## config.mk

```make
export PLATFORM = sky130hd
export DESIGN_NAME = assoc_layer_learner
export DESIGN_NICKNAME = d
export VERILOG_FILES = /design/src/rtl/assoc_layer_learner.sv
export SDC_FILE = /design/constraint.sdc
export NUM_CORES = 2
export LEC_CHECK = 0
export CORE_ASPECT_RATIO = 1.5
export CORE_UTILIZATION = 25
export CTS_BUF_LIST = sky130_fd_sc_hd__clkbuf_16
export DETAILED_ROUTE_END_ITERATION = 10
export SLEW_MARGIN = 20
export SYNTH_ARGS = -nofsm -noshare
export SYNTH_HDL_FRONTEND = slang
export SYNTH_SLANG_ARGS = --single-unit
export TNS_END_PERCENT = 5
```

## constraint.sdc

```tcl
create_clock -name clk -period 53.1 [get_ports clk]
set_input_delay 5.31 -clock clk [delete_from_list [all_inputs] [get_ports clk]]
set_output_delay 5.31 -clock clk [all_outputs]
set_load 0.005 [all_outputs]
```

## src/rtl/assoc_layer_learner.sv

```systemverilog
// Associative layer: clears and learns a saturating class-to-class weight table,
// then answers recall queries with a one-column-per-cycle argmax scan.
module assoc_layer_learner #(
  parameter int NUM_CLASSES = 16,
  parameter int CLASS_W     = 4,
  parameter int WEIGHT_W    = 8
) (
  input  logic                clk,
  input  logic                reset,
  input  logic                assoc_learning_start,
  output logic                assoc_learning_done,
  input  logic                pair_valid,
  output logic                pair_ready,
  input  logic [CLASS_W-1:0]  key_class,
  input  logic [CLASS_W-1:0]  resp_class,
  input  logic                pair_last,
  input  logic                query_valid,
  output logic                query_ready,
  input  logic [CLASS_W-1:0]  query_class,
  output logic                result_valid,
  output logic [CLASS_W-1:0]  result_class,
  output logic [WEIGHT_W-1:0] result_weight,
  output logic                result_found
);

  typedef enum logic [2:0] {S_IDLE, S_CLEAR, S_LEARN, S_READY, S_SCAN} state_t;

  localparam logic [CLASS_W:0]    NC       = NUM_CLASSES[CLASS_W:0];
  localparam logic [CLASS_W-1:0]  LAST_IDX = CLASS_W'(NUM_CLASSES - 1);
  localparam logic [WEIGHT_W-1:0] W_MAX    = '1;

  state_t                state_q, state_d;
  logic [CLASS_W-1:0]    cnt_q, cnt_d;
  logic [CLASS_W-1:0]    query_q, query_d;
  logic [WEIGHT_W-1:0]   max_w_q, max_w_d;
  logic [CLASS_W-1:0]    max_c_q, max_c_d;
  logic                  found_q, found_d;
  logic                  res_valid_q, res_valid_d;
  logic [CLASS_W-1:0]    res_class_q, res_class_d;
  logic [WEIGHT_W-1:0]   res_weight_q, res_weight_d;
  logic                  res_found_q, res_found_d;

  logic [WEIGHT_W-1:0]   wt_q [NUM_CLASSES][NUM_CLASSES];

  logic                  cnt_last;
  logic                  pair_ok;
  logic                  clr_en;
  logic                  upd_en;
  logic [WEIGHT_W-1:0]   cur_w;

  assign cnt_last = (cnt_q == LAST_IDX);
  assign pair_ok  = (key_class != resp_class) &&
                    ({1'b0, key_class} < NC) && ({1'b0, resp_class} < NC);
  // Out-of-range query rows read as all-zero, so the scan reports not-found.
  assign cur_w    = ({1'b0, query_q} < NC) ? wt_q[query_q][cnt_q] : '0;

  always_comb begin
    state_d      = state_q;
    cnt_d        = cnt_q;
    query_d      = query_q;
    max_w_d      = max_w_q;
    max_c_d      = max_c_q;
    found_d      = found_q;
    res_valid_d  = 1'b0;
    res_class_d  = res_class_q;
    res_weight_d = res_weight_q;
    res_found_d  = res_found_q;
    clr_en       = 1'b0;
    upd_en       = 1'b0;
    case (state_q)
      S_IDLE: begin
        if (assoc_learning_start) begin
          state_d = S_CLEAR;
          cnt_d   = '0;
        end
      end
      S_CLEAR: begin
        clr_en = 1'b1;
        if (cnt_last) begin
          state_d = S_LEARN;
          cnt_d   = '0;
        end else begin
          cnt_d = cnt_q + 1'b1;
        end
      end
      S_LEARN: begin
        if (pair_valid) begin
          upd_en = pair_ok;
          if (pair_last) state_d = S_READY;
        end
      end
      S_READY: begin
        if (assoc_learning_start) begin
          state_d = S_CLEAR;
          cnt_d   = '0;
        end else if (query_valid) begin
          state_d = S_SCAN;
          cnt_d   = '0;
          query_d = query_class;
          max_w_d = '0;
          max_c_d = '0;
          found_d = 1'b0;
        end
      end
      S_SCAN: begin
        // Strict compare keeps the lowest column on ties.
        if (cur_w > max_w_q) begin
          max_w_d = cur_w;
          max_c_d = cnt_q;
          found_d = 1'b1;
        end
        if (cnt_last) begin
          state_d      = S_READY;
          res_valid_d  = 1'b1;
          res_class_d  = max_c_d;
          res_weight_d = max_w_d;
          res_found_d  = found_d;
        end else begin
          cnt_d = cnt_q + 1'b1;
        end
      end
      default: state_d = S_IDLE;
    endcase
  end

  always_ff @(posedge clk) begin
    if (reset) begin
      state_q      <= S_IDLE;
      cnt_q        <= '0;
      query_q      <= '0;
      max_w_q      <= '0;
      max_c_q      <= '0;
      found_q      <= 1'b0;
      res_valid_q  <= 1'b0;
      res_class_q  <= '0;
      res_weight_q <= '0;
      res_found_q  <= 1'b0;
    end else begin
      state_q      <= state_d;
      cnt_q        <= cnt_d;
      query_q      <= query_d;
      max_w_q      <= max_w_d;
      max_c_q      <= max_c_d;
      found_q      <= found_d;
      res_valid_q  <= res_valid_d;
      res_class_q  <= res_class_d;
      res_weight_q <= res_weight_d;
      res_found_q  <= res_found_d;
    end
  end

  // Table storage survives reset; only CLEAR wipes it.
  always_ff @(posedge clk) begin
    if (!reset && clr_en) begin
      for (int i = 0; i < NUM_CLASSES; i++) wt_q[cnt_q][i] <= '0;
    end else if (!reset && upd_en && (wt_q[key_class][resp_class] != W_MAX)) begin
      wt_q[key_class][resp_class] <= wt_q[key_class][resp_class] + 1'b1;
    end
  end

  assign assoc_learning_done = (state_q == S_READY);
  assign query_ready         = (state_q == S_READY);
  assign pair_ready          = (state_q == S_LEARN);
  assign result_valid        = res_valid_q;
  assign result_class        = res_class_q;
  assign result_weight       = res_weight_q;
  assign result_found        = res_found_q;

endmodule

```

==> flow_metrics.py <==
metrics = {
    "synth": {
        "synth_mux_area_share_pct": 27.9,
        "synthArstFlopShare_pct": 0,
        "synthCells": 4979,
        "avgSynthCellArea_sq_um": 20.2,
        "synth_fa_ha_area_share_pct": 0.125,
        "yosysSeqAreaShare_pct": 62.1,
        "synth.net_count": 5007,
        "synthXorXnorAreaFrac_pct": 0.0436,
        "synth_edf_count": 2048,
        "ys_types": 86,
        "synthesis.area_sq_um": 100000,
        "ys.flop_type": "edfxtp_1",
        "synth_compound_area_share_pct": 5.10,
        "synth_top_family_by_area": "multiplexers",
        "synth_seq_cells": 2090,
        "yosys.area_share.simple_pct": 2.05,
        "synth_warnings": 0,
    },
    "placement": {
        "place_ws_ns": 37.04,
        "dp_hpwl_um": 244000,
        "portBuffers": 34,
        "gp_congestion": 0.951,
    },
    "clock_tree": {
        "cts_resized": 0,
        "cts_hold_buf": 0,
        "post_cts_buffers": 0,
        "cts.sinks": 2090,
        "cts_tree": "yes",
        "numCtsBuffers": 195,
        "insertion_delay_ns": 0.91,
        "clockRootBuffer": "clkbuf_16",
        "clk_pin_slew_ns": 0.06,
        "cts_buffer_depth": 4,
        "cts-htree-levels": 4,
    },
    "detailed_routing": {
        "drt_first_pass_iters": 9,
        "wl_met3_um": 35100,
        "viasPerCell": 5.59,
        "routed-wl-met2_um": 178000,
        "wl_met1_um": 119000,
        "wl_per_cell_um": 35.4,
        "top_layer_used": "met5",
        "ant_nets": 0,
        "first_iter_violations": 8162,
        "vias": 58800,
        "drc_errors": 0,
        "wl_um": 372000,
    },
    "layout": {
        "final_cell_mix": "edfxtp_1 (2048), mux4_2 (1162), a22oi_1 (323)",
        "drive_above_1_share_pct": 37.0,
        "area_growth_pct": 13.9,
        "final_common_cell": "edfxtp_1",
        "fillers": 38900,
        "finalNetCount": 5102,
    },
    "critical_path": {
        "critPathKind": "in -> reg",
        "r2r_end": "wt_q[2][91]",
        "crit_path_end": "wt_q[2][91]",
        "worst_setup_path_startpoint": "key_class[0]",
        "r2r_start": "wt_q[11][30]",
        "r2r_setup_slack_ns": 45.03,
        "cp_slowest_cell": "a211oi_1",
        "cp.required_ns": 53.62,
        "crit_arrival_ns": 15.48,
        "slowest_delay_ns": 0.90,
        "path_max_fanout": 105,
        "cp-end-kind": "flop",
        "path_cells": "buf_8 -> buf_4 -> buf_4 -> buf_4 -> buf_4 -> buf_4 -> mux4_2 -> a22oi_1 -> a21boi_0 -> buf_4 -> a211oi_1 -> o211ai_1 -> nor4bb_2 -> buf_4 -> or3_2 -> o21ai_0 -> nor3b_2 -> buf_4 -> buf_6 -> buf_4",
        "ff2ff_path_depth": 13,
        "cp-start-kind": "input port",
        "cp_common_cell": "buf_4",
    },
    "sta": {
        "fin_crit_ns": 14.96,
        "fin_ws_ns": 38.14,
        "tns_ns": 0,
        "rsz0062_at_grt": "false",
        "setup_violations": 0,
        "skew_ns": 0.0661,
        "maxSlewViolCount": 0,
        "worstMarginPinSlew_ns": 1.23,
        "hold_viol": 0,
        "slew_headroom_pct": 16.6,
        "max_freq_ghz": 0.0669,
        "fin_crit_sh_pct": 28.2,
    },
    "floorplanning": {
        "dieWidth_um": 519,
        "rows": 284,
        "die_h_um": 778,
        "core_area_sq_um": 399000,
        "start_util_pct": 25.1,
        "die_area_sq_um": 404000,
        "ios": 35,
    },
    "grt": {
        "grt_pass1_vias": 59300,
        "grt_pass1_wl_um": 506000,
        "grt_max_degree": 111,
        "grt-ovfl-total": 0,
        "antenna_found_initial": 32,
        "grt_usage_pct": 18.0,
    },
    "power_and_ir_drop": {
        "power-per-cell-area_nw_per_um2": 32.9,
        "ir_drop_mv": 0.0263,
        "p_leak_nw": 35.2,
    },
    "outcome": {
        "outcome": "completed",
    },
    "worst_hold_path": {
        "hp-class": "reg -> reg",
    },
    "flow_run": {
        "drv_cap": 0,
    },
}
-- cells in the mapped netlist, types with 7 or more instances --
cell              n  area [sq um]
a221oi_1         16           140
nand2b_1         24           150
clkbuf_1        165           619
a31oi_1          17           106
a311oi_1          8          70.1
nor3_1           16          80.1
dfxtp_1          42           841
a32oi_1           8          70.1
a21oi_1          74           370
edfxtp_1       2048         61500
nor4_1            9          56.3
a22o_1           11          96.3
buf_4            44           330
nand3_1          60           300
inv_1            14          52.6
a211oi_1         18           135
o21ai_0          17          85.1
nand2_1         112           420
o211ai_4          7           149
a221o_1           8          80.1
buf_1            80           300
or4_1             7          52.6
nor2_1           86           323
mux2i_1         164          1640
mux2_2           11           124
or2_2             9          56.3
mux4_2         1162         26200
and2_1           10          62.6
o211ai_1         12          90.1
nor2b_1          20           125
buf_6            34           383
a22oi_2          30           375
dlygate4sd1_1     7          61.3
buf_2           104           521
ha_1             10           125
nand4_1          16           100
o21ai_1          17          85.1
o41a_1            8          90.1
buf_8            17           255
a22oi_1         337          2530
-- sequential cells by signal, summed over array words and instances, names as in the netlist, named ones only --
register,cells
max_c_q,4
state_q,3
result_found,1
query_q,4
result_weight,8
wt_q,2048
result_class,4
found_q,1
result_valid,1
cnt_q,4
max_w_q,8
-- worst min-delay path by stage --
stage,startpoint,end,depth (start not counted)
after global placement,found_q,found_q,2
after CTS,max_c_q[2],max_c_q[2],2
final,max_c_q[3],max_c_q[3],2
after floorplan,found_q,found_q,2
after detailed placement,max_c_q[1],max_c_q[1],2
after global routing,max_c_q[2],max_c_q[2],2
-- where the power goes --
group          internal (mW)  total (mW)  switching (mW)
logic                  0.147       0.452           0.306
registers               1.84        1.86          0.0184
clock network          0.794        1.45           0.654
-- area by class of cell --
cell class	count	area (sq um)	area share (%)
inverters	16	65.1	0.0569
repair buffers	354	2940	2.57
multi-input cells	2417	35900	31.4
clock buffers	197	4930	4.31
well taps	5291	6620	5.79
diodes	14	35.0	0.0307
clock inverters	147	1400	1.23
flip-flops and latches	2090	62400	54.6
-- per-layer routing --
layer | vias up | global-route usage [%]
met1 | 31600 | 19.4
li1 | 22200 | -
met3 | 1136 | 4.31
met5 | - | 0
met4 | 18 | 16.6
met2 | 3906 | 29.4
-- critical path: cells and delay by family --
family / cells / cell delay, ns
and+or+nand+nor: 3 / 0.83
AOI/OAI and AO/OA: 5 / 1.78
buffers and inverters: 11 / 6.23
muxes: 1 / 0.58
-- cell families (layout without fill, tap and decap cells) --
group / after synthesis / after routing
compound gates: 651 / 651
xor+xnor: 5 / 5
fa+ha+maj: 10 / 10
buf+inv: 472 / 714
flops: 2090 / 2090
mux: 1341 / 1341
other cells: 0 / 14
simple gates: 410 / 410
-- stage by stage --
| stage | total power [mW] | area (sq um) | cells | util [%] | hold slack [ns] |
|---|---|---|---|---|---|
| floorplan | 2.13 | 100000 | 4979 | - | 0.437 |
| global placement | 2.32 | 108000 | 10100 | 26.9 | 0.447 |
| detailed placement | 2.33 | 108000 | 10200 | 27.0 | 0.458 |
| CTS | 3.76 | 114000 | 10500 | 28.6 | 0.475 |
| global route | 3.82 | 114000 | 10500 | 28.6 | 0.505 |
| finish | 3.76 | 114000 | 10500 | 28.6 | 0.473 |
Note: power is estimated with default switching activity, not from simulation.
